[src/rtl/io_defs.sv]
// Shared definitions for the processor input-port transmitter: FSM state
// encodings, byte width and the starvation fill byte.
package io_defs;

    localparam int         IO_BYTE_W   = 8;
    localparam logic [7:0] IO_TMO_FILL = 8'hFF;

    typedef enum logic [1:0] {
        ST_IDLE  = 2'b00,
        ST_SETUP = 2'b01,
        ST_ACK   = 2'b10
    } io_state_t;

endpackage

[src/rtl/byte_fifo.sv]
// Small byte FIFO with occupancy count; a push on a pop cycle is accepted
// even when full, since the popped slot frees room on the same edge.
module byte_fifo
    import io_defs::*;
#(
    parameter int DEPTH   = 4,
    parameter int A_WIDTH = 2
) (
    input  logic                 g_clk,
    input  logic                 g_clr,
    input  logic                 push,
    input  logic [IO_BYTE_W-1:0] wr_data,
    input  logic                 pop,
    output logic [IO_BYTE_W-1:0] head,
    output logic [A_WIDTH:0]     count,
    output logic                 full
);

    logic [IO_BYTE_W-1:0] r_mem [DEPTH];
    logic [A_WIDTH-1:0]   r_wr_ptr;
    logic [A_WIDTH-1:0]   r_rd_ptr;
    logic [A_WIDTH:0]     r_count;
    logic                 w_push_ok;
    logic                 w_pop_ok;

    assign w_pop_ok  = pop && (r_count != '0);
    assign w_push_ok = push && (!full || w_pop_ok);

    assign full  = (r_count == (A_WIDTH+1)'(DEPTH));
    assign count = r_count;
    assign head  = r_mem[r_rd_ptr];

    // Storage carries data only, so it is left out of reset.
    always_ff @(posedge g_clk) begin
        if (w_push_ok) begin
            r_mem[r_wr_ptr] <= wr_data;
        end
    end

    always_ff @(posedge g_clk or negedge g_clr) begin
        if (!g_clr) begin
            r_wr_ptr <= '0;
            r_rd_ptr <= '0;
            r_count  <= '0;
        end else begin
            if (w_push_ok) begin
                r_wr_ptr <= r_wr_ptr + 1'b1;
            end
            if (w_pop_ok) begin
                r_rd_ptr <= r_rd_ptr + 1'b1;
            end
            case ({w_push_ok, w_pop_ok})
                2'b10:   r_count <= r_count + (A_WIDTH+1)'(1);
                2'b01:   r_count <= r_count - (A_WIDTH+1)'(1);
                default: r_count <= r_count;
            endcase
        end
    end

endmodule

[src/rtl/io_tx_port.sv]
// Byte source feeding the processor input port via a four-phase handshake.
// Optional request-starvation timeout enabled by defining IO_TX_TIMEOUT_EN.
module io_tx_port
    import io_defs::*;
#(
    parameter int DEPTH      = 4,
    parameter int A_WIDTH    = 2,
    parameter int TMO_CYCLES = 255
) (
    input  logic                 g_clk,
    input  logic                 g_clr,
    input  logic [IO_BYTE_W-1:0] wr_data,
    input  logic                 wr_en,
    output logic                 full,
    output logic [A_WIDTH:0]     count,
    output logic                 overflow,
    input  logic                 hs_req,
    output logic                 hs_ack,
    output logic [IO_BYTE_W-1:0] bus_data,
    output logic                 tmo
);

    io_state_t            r_state;
    logic                 r_hs_ack;
    logic [IO_BYTE_W-1:0] r_bus_data;
    logic                 r_fill;
    logic                 r_overflow;
    logic [IO_BYTE_W-1:0] w_head;
    logic [A_WIDTH:0]     w_count;
    logic                 w_full;
    logic                 w_pop;
    logic                 w_tmo_fire;

    // The fill byte never came from the FIFO, so completing it must not pop.
    assign w_pop = (r_state == ST_ACK) && !hs_req && !r_fill;

    byte_fifo #(
        .DEPTH   (DEPTH),
        .A_WIDTH (A_WIDTH)
    ) u_fifo (
        .g_clk   (g_clk),
        .g_clr   (g_clr),
        .push    (wr_en),
        .wr_data (wr_data),
        .pop     (w_pop),
        .head    (w_head),
        .count   (w_count),
        .full    (w_full)
    );

    assign full     = w_full;
    assign count    = w_count;
    assign overflow = r_overflow;
    assign hs_ack   = r_hs_ack;
    assign bus_data = r_bus_data;

    always_ff @(posedge g_clk or negedge g_clr) begin
        if (!g_clr) begin
            r_overflow <= 1'b0;
        end else if (wr_en && w_full && !w_pop) begin
            r_overflow <= 1'b1;
        end
    end

    always_ff @(posedge g_clk or negedge g_clr) begin
        if (!g_clr) begin
            r_state    <= ST_IDLE;
            r_hs_ack   <= 1'b0;
            r_bus_data <= '0;
            r_fill     <= 1'b0;
        end else begin
            case (r_state)
                ST_IDLE: begin
                    r_hs_ack <= 1'b0;
                    if (hs_req && (w_count != '0)) begin
                        r_bus_data <= w_head;
                        r_fill     <= 1'b0;
                        r_state    <= ST_SETUP;
                    end else if (w_tmo_fire) begin
                        r_bus_data <= IO_TMO_FILL;
                        r_fill     <= 1'b1;
                        r_state    <= ST_SETUP;
                    end
                end
                ST_SETUP: begin
                    if (hs_req) begin
                        r_hs_ack <= 1'b1;
                        r_state  <= ST_ACK;
                    end else begin
                        r_state  <= ST_IDLE;
                    end
                end
                ST_ACK: begin
                    if (!hs_req) begin
                        r_hs_ack <= 1'b0;
                        r_state  <= ST_IDLE;
                    end
                end
                default: begin
                    r_hs_ack <= 1'b0;
                    r_state  <= ST_IDLE;
                end
            endcase
        end
    end

`ifdef IO_TX_TIMEOUT_EN
    localparam int TW = $clog2(TMO_CYCLES + 1);

    logic [TW-1:0] r_tmo_cnt;
    logic          r_tmo;
    logic          w_starve;

    assign w_starve   = (r_state == ST_IDLE) && hs_req && (w_count == '0);
    assign w_tmo_fire = w_starve && (r_tmo_cnt == TW'(TMO_CYCLES - 1));
    assign tmo        = r_tmo;

    always_ff @(posedge g_clk or negedge g_clr) begin
        if (!g_clr) begin
            r_tmo_cnt <= '0;
            r_tmo     <= 1'b0;
        end else begin
            if (!w_starve) begin
                r_tmo_cnt <= '0;
            end else if (r_tmo_cnt != TW'(TMO_CYCLES)) begin
                r_tmo_cnt <= r_tmo_cnt + 1'b1;
            end
            if (w_tmo_fire) begin
                r_tmo <= 1'b1;
            end
        end
    end
`else
    assign w_tmo_fire = 1'b0;
    assign tmo        = 1'b0;
`endif

endmodule

[config.mk]
export PLATFORM = sky130hd
export DESIGN_NAME = io_tx_port
export DESIGN_NICKNAME = d
export VERILOG_FILES = /design/src/rtl/io_defs.sv /design/src/rtl/byte_fifo.sv /design/src/rtl/io_tx_port.sv
export SDC_FILE = /design/constraint.sdc
export NUM_CORES = 1
export LEC_CHECK = 0
export BUFFER_PORTS_ARGS = -buffer_cell sky130_fd_sc_hd__buf_2
export CORE_AREA = 3 3 81 83
export CTS_CLUSTER_SIZE = 8
export DETAILED_ROUTE_END_ITERATION = 12
export DIE_AREA = 0 0 84 86
export GPL_TIMING_DRIVEN = 0
export PLACE_DENSITY = 0.59
export SYNTH_ARGS = -nofsm -noshare
export SYNTH_HDL_FRONTEND = slang
export SYNTH_HIERARCHICAL = 1
export SYNTH_SLANG_ARGS = --single-unit
[constraint.sdc]
create_clock -name g_clk -period 1.9 [get_ports g_clk]
set_input_delay 0.38 -clock g_clk [delete_from_list [all_inputs] [get_ports g_clk]]
set_output_delay 0.38 -clock g_clk [all_outputs]
set_load 0.02 [all_outputs]
==> flow_metrics.tcl, run 1 <==
set metrics [dict create \
    critPathArrivalTime_ns 2.28 \
    reg2reg_depth 9 \
    slowest_delay_ns 0.42 \
    dpl.hpwl_mm 2.48 \
    worst_setup_path_end_kind "flip-flop" \
    clock-sinks 51 \
    antenna_found_initial 0 \
    muxShareOfSynthArea_pct 14.3 \
    regToRegSetupSlack_ns -0.15 \
    synth.avg_cell_area_um2 18.4 \
    clockBufferDepth 2 \
    die_y_um 86 \
    crit_path_start_kind "flip-flop" \
    drive_above_1_share_pct 48.3 \
    power_leakage_nw 0.946 \
    chipWidth_um 84 \
    worst_clock_skew_ns 0.00637 \
    cts_buffers 5 \
    synth_fa_ha_area_share_pct 4.00 \
    r2r_end "u_fifo/count[2]" \
    fillers 538 \
    row_count 28 \
    async_reset_ff_share_pct 37.3 \
    syn-cell-area_um2 2060 \
    grt_max_degree 20 \
    multi_input_area_um2 604 \
    ys.flop_type "edfxtp_1" \
    clk_pin_slew_ns 0.09 \
    diodes 0 \
    synth_top_family_by_area "multiplexers" \
    synth.area.top_cells "edfxtp_1 (47%), dfrtp_1 (23%), mux4_2 (8.7%)" \
    ff_latch_area_um2 1440 \
    ant_nets 0 \
    synth_area_leader_cell "edfxtp_1" \
    clock_latency_ns 0.30 \
    yosysWarnings 6 \
    grt_pass1_wl_mm 5.98 \
    htreeDepth 2 \
    syn_inst 112 \
    slew_violations 0 \
    drc 0 \
    pin_count 27 \
    grt_usage_pct 11.0 \
    via_per_inst 4.57 \
    detailedRoute.firstPassIterationCount 4 \
    crit_family "simple AND/OR/NAND/NOR gates" \
    place_area_um2 2300 \
    gp_congestion 0.667 \
    synthTopCellsByCount "edfxtp_1 (32), dfrtp_1 (19), mux2_2 (8), mux4_2 (8), inv_1 (7)" \
    ys_ff_latch 51 \
    cp_max_fo 2 \
    yosys.area_share.xor_xnor_pct 2.55 \
    ys_seq_area_share_pct 69.6 \
    drt_iter0_drc 29 \
    power_w 0.00369 \
    status "complete, but fails checks" \
    ir_drop_uv 449 \
    slew_headroom_pct 50.6 \
    wl_mm 3.58 \
    avgRoutedWirePerCell_um 16.0 \
    yosysTopAreaCellShare_pct 46.6 \
    path_class "flip-flop to flip-flop" \
    power_density_nw_per_um2 1520 \
    fin_ws_ns -0.150 \
    ys_types 28 \
    overflow 0 \
    area_delta_synth_final_pct 17.5 \
    hold-worst-slack_ns 0.0265 \
    cp_num_buf_inv 2 \
    dieArea_um2 7220 \
    rsz0062_at_grt "yes" \
    reg2reg_from "u_fifo/count[1]" \
    synth_edf_count 32 \
    fmax_ghz 0.488 \
    grt_pass1_vias 1168 \
    port_buffers 25 \
    cap_violations 0 \
    synth_most_common_cell "edfxtp_1" \
    finalCritPeriodShare_pct 108 \
    fp.coreArea_um2 5920 \
    crit_path_top_delay_cell "dfrtp_2" \
    nNetsFinal 166 \
    vias 1024 \
    worst_pin_slew_ns 0.737 \
    final_cell_area_um2 2420 \
    cts_root_buf "clkbuf_8" \
    start_util_pct 34.8 \
    violations "setup timing" \
    path_cells "or3b_4 > o21a_4 > inv_2 > ha_4 > inv_2 > fa_2 > xor2_1 > nor2_1 > xor2_1" \
    placed_cells 212 \
    synth_compound_area_share_pct 2.24 \
    finalHoldViolCount 0 \
    cts_tree "built" \
    worstPathRequired_ns 2.13 \
    synth_simple_gate_area_share_pct 5.03 \
    syn_nets 130 \
    setup_viol 2 \
    fin_cells 224 \
    layout_min_cycle_time_ns 2.05 \
    min_path_type "input pin to asynchronous set/reset pin" \
]
## metal layers
layer | part of all wire (%) | GRT usage, %
met3 | 3.0 | 2.88
met1 | 40 | 12.2
met4 | 1.7 | 4.82
met5 | 0 | 0
met2 | 55 | 19.7
## cell usage in the layout, fill, tap and decap left out, types with 2 or more instances in the layout
master / count
and2_2: 4
buf_2: 26
buf_4: 5
clkbuf_8: 5
clkinv_2: 2
dfrtp_1: 16
dfrtp_2: 3
edfxtp_1: 32
ha_1: 4
inv_1: 5
inv_2: 2
mux2_2: 8
mux4_2: 8
nand2_1: 3
nor2_1: 2
xnor2_1: 3
xor2_1: 3
## state kept, by name (all words and copies together), names as in the netlist
name	count
bus_data	8
u_fifo/r_mem	32
u_fifo/r_rd_ptr	2
hs_ack	1
r_state	2
overflow	1
u_fifo/count	3
u_fifo/r_wr_ptr	2
## stage by stage
step,TNS (ns),util [%],worst slack [ns]
5_1_grt,-0.340,40.9,-0.266
6_report,-0.169,40.9,-0.150
3_5_place_dp,-0.394,38.9,-0.274
3_3_place_gp,-0.301,38.9,-0.219
2_1_floorplan,-0.345,-,-0.236
4_1_cts,-0.170,40.9,-0.142
## power breakdown
group          internal [W]  leakage, nW  switching (W)  total [W]
sequential          0.00154        0.515       0.000146    0.00169
clock              0.000259       0.0483       0.000341   0.000601
combinational      0.000653        0.382       0.000751    0.00140
## logic make-up (layout without fill, tap and decap cells)
group                    after synthesis  after routing
AO/OA/AOI/OAI                          5              5
XOR/XNOR                               6              6
adder cells (fa/ha/maj)                6              6
buffers and inverters                 10             47
flip-flops                            51             51
multiplexers                          18             18
other                                  1              1
AND/OR/NAND/NOR                       15             15
## how the worst max path moves through the flow
stage                    start         endpoint  slack (ns)  depth (start not counted)
2_1_floorplan  u_fifo/count[1]  u_fifo/count[2]       -0.24                          9
3_3_place_gp   u_fifo/count[1]  u_fifo/count[2]       -0.22                          9
3_5_place_dp   u_fifo/count[0]  u_fifo/count[2]       -0.27                          9
4_1_cts        u_fifo/count[0]  u_fifo/count[2]       -0.14                          9
5_1_grt        u_fifo/count[1]  u_fifo/count[2]       -0.27                          9
6_report       u_fifo/count[1]  u_fifo/count[2]       -0.15                          9
## area by class of cell
class | count | area share, %
Clock inverter | 3 | 0.774
Timing Repair Buffer | 29 | 6.40
Tap cell | 75 | 3.87
Multi-Input combinational cell | 51 | 24.9
Buffer | 3 | 0.671
Inverter | 7 | 1.08
Sequential cell | 51 | 59.4
Clock buffer | 5 | 2.84
## timing repair
action                     CTS  global route
gates resized for setup      1             0
setup endpoints to repair    2             2
hold buffers                 0             0
setup buffers                4             0
cloned                       0             0
pin swaps                    5             3
Power figures use the tool's default switching activity.
==> run 2: changes to the inputs <==
--- a/config.mk
+++ b/config.mk
@@ -8,4 +8,5 @@
 export BUFFER_PORTS_ARGS = -buffer_cell sky130_fd_sc_hd__buf_2
 export CORE_AREA = 3 3 81 83
+export CTS_BUF_LIST = sky130_fd_sc_hd__clkbuf_8
 export CTS_CLUSTER_SIZE = 8
 export DETAILED_ROUTE_END_ITERATION = 12
==> constraint.sdc (replaced) <==
create_clock -name g_clk -period 1.9 [get_ports g_clk]
set_input_delay 0.19 -clock g_clk [delete_from_list [all_inputs] [get_ports g_clk]]
set_output_delay 0.19 -clock g_clk [all_outputs]
set_load 0.02 [all_outputs]
==> flow_metrics.tcl, run 2 (synthesis gave the netlist of run 1 again) <==
set metrics [dict create \
    dpl.hpwl_mm 2.48 \
    clockBufferDepth 2 \
    slew_headroom_pct 50.7 \
    fillers 538 \
    worst_clock_skew_ns 0.00609 \
    largest_reg_flops 32 \
    start_util_pct 34.8 \
    dp_slack_ns -0.274 \
    ir_drop_uv 450 \
    startpoint "u_fifo/count[1]" \
    hold-worst-slack_ns 0.101 \
    avgRoutedWirePerCell_um 15.9 \
    reg2reg_from "u_fifo/count[1]" \
    clk_pin_slew_ns 0.09 \
    grt_usage_pct 11.0 \
    final_common_cell "edfxtp_1" \
    row_count 28 \
    fin_util_pct 41.1 \
    slowest_delay_ns 0.42 \
    drt_iter0_drc 26 \
    wl_mm 3.58 \
    worst_setup_path_end_kind "flip-flop" \
    power_leakage_nw 0.950 \
    diodes 0 \
    die_y_um 86 \
    fin_ws_ns -0.161 \
    crit_path_top_delay_cell "dfrtp_2" \
    grt_pass1_wl_mm 6.00 \
    path_cells "or3b_4 > o21a_4 > inv_2 > ha_4 > inv_2 > fa_2 > xor2_1 > nor2_1 > xor2_1" \
    pin_count 27 \
    cap_violations 0 \
    reg2reg_depth 9 \
    worst_pin_slew_ns 0.736 \
    cts_tree "built" \
    grt_max_degree 20 \
    chipWidth_um 84 \
    rsz0062_at_grt "yes" \
    critPathArrivalTime_ns 2.29 \
    dieArea_um2 7220 \
    fp.coreArea_um2 5920 \
    grt_pass1_vias 1171 \
    overflow 0 \
    regToRegSetupSlack_ns -0.16 \
    power_density_nw_per_um2 1520 \
    finalCritPeriodShare_pct 108 \
    crit_path_start_kind "flip-flop" \
    ff_latch_area_um2 1440 \
    r2r_end "u_fifo/count[2]" \
    fmax_ghz 0.485 \
    gp_congestion 0.667 \
    fin_cells 225 \
    vias 1026 \
    cp_num_cells 9 \
    port_buffers 25 \
    finalSetupTns_ns -0.182 \
    placed_cells 212 \
    drive_above_1_share_pct 48.0 \
    area_delta_synth_final_pct 18.0 \
    worstPathRequired_ns 2.13 \
    hold_depth 1 \
    cp_num_buf_inv 2 \
    htreeDepth 2 \
    clock_latency_ns 0.30 \
    detailedRoute.firstPassIterationCount 4 \
    regMostFlops "u_fifo/r_mem" \
    cts_root_buf "clkbuf_8" \
    cp_max_fo 2 \
    violations "setup timing" \
    status "complete, but fails checks" \
    layout_min_cycle_time_ns 2.06 \
    timing.critical_path.to "u_fifo/count[2]" \
    finalHoldViolCount 0 \
    drc 0 \
    ant_nets 0 \
    setup_viol 2 \
    antenna_found_initial 0 \
    cts_buffers 5 \
    min_path_type "input pin to flip-flop" \
    nNetsFinal 167 \
    crit_family "simple AND/OR/NAND/NOR gates" \
    via_per_inst 4.56 \
    path_class "flip-flop to flip-flop" \
    clock-sinks 51 \
    slew_violations 0 \
    multi_input_area_um2 604 \
    final_cell_mix "edfxtp_1 (32), buf_2 (26), dfrtp_1 (16)" \
]
-- run 2: cell count changes in the layout (fill, tap and decap cells not counted) --
cell,delta
dlygate4sd3_1,+1
-- run 2: cell type report --
cell class	count	area share, %
sequential	51	59.2
buffer	3	0.668
clock buffer	5	2.83
clock inverter	3	0.771
timing repair buffer	30	6.79
inverter	7	1.08
multi-input combinational	51	24.8
tap	75	3.86
-- run 2: timing repair --
| item | 4_1_cts | 5_1_grt |
|---|---|---|
| pin swaps | 5 | 3 |
| buffers inserted | 4 | 0 |
| gates resized for setup | 1 | 0 |
| endpoints found under the setup margin | 2 | 2 |
| hold buffers | 1 | 0 |
| hold endpoints to repair | 19 | 0 |
-- run 2: through the flow --
step / power [W] / area (µm²)
6_report: 0.00369 / 2430
5_1_grt: 0.00394 / 2430
4_1_cts: 0.00376 / 2430
3_5_place_dp: 0.00311 / 2300
3_3_place_gp: 0.00301 / 2300
2_1_floorplan: 0.00269 / 2080
-- run 2: worst min-delay path by stage --
stage | startpoint | to | slack (ns)
finish | wr_data[1] | u_fifo/r_mem[3][1] | 0.10
global placement | g_clr | hs_ack | 0.17
CTS | wr_data[3] | u_fifo/r_mem[2][3] | 0.09
global route | wr_data[3] | u_fifo/r_mem[2][3] | 0.08
detailed placement | g_clr | hs_ack | 0.18
floorplan | g_clr | bus_data[0] | -0.11
-- run 2: power by group --
| group | leakage, nW | switching (W) | internal, W |
|---|---|---|---|
| clock | 0.0483 | 0.000341 | 0.000259 |
| combinational | 0.386 | 0.000751 | 0.000654 |
| sequential | 0.515 | 0.000147 | 0.00154 |
-- run 2: per-layer routing --
layer,track usage (%),share of wire [%],up-vias
met5,0,0,-
met4,4.82,1.7,0
met3,2.88,3.0,4
met2,19.7,55,14
met1,12.3,41,525
li1,-,-,483
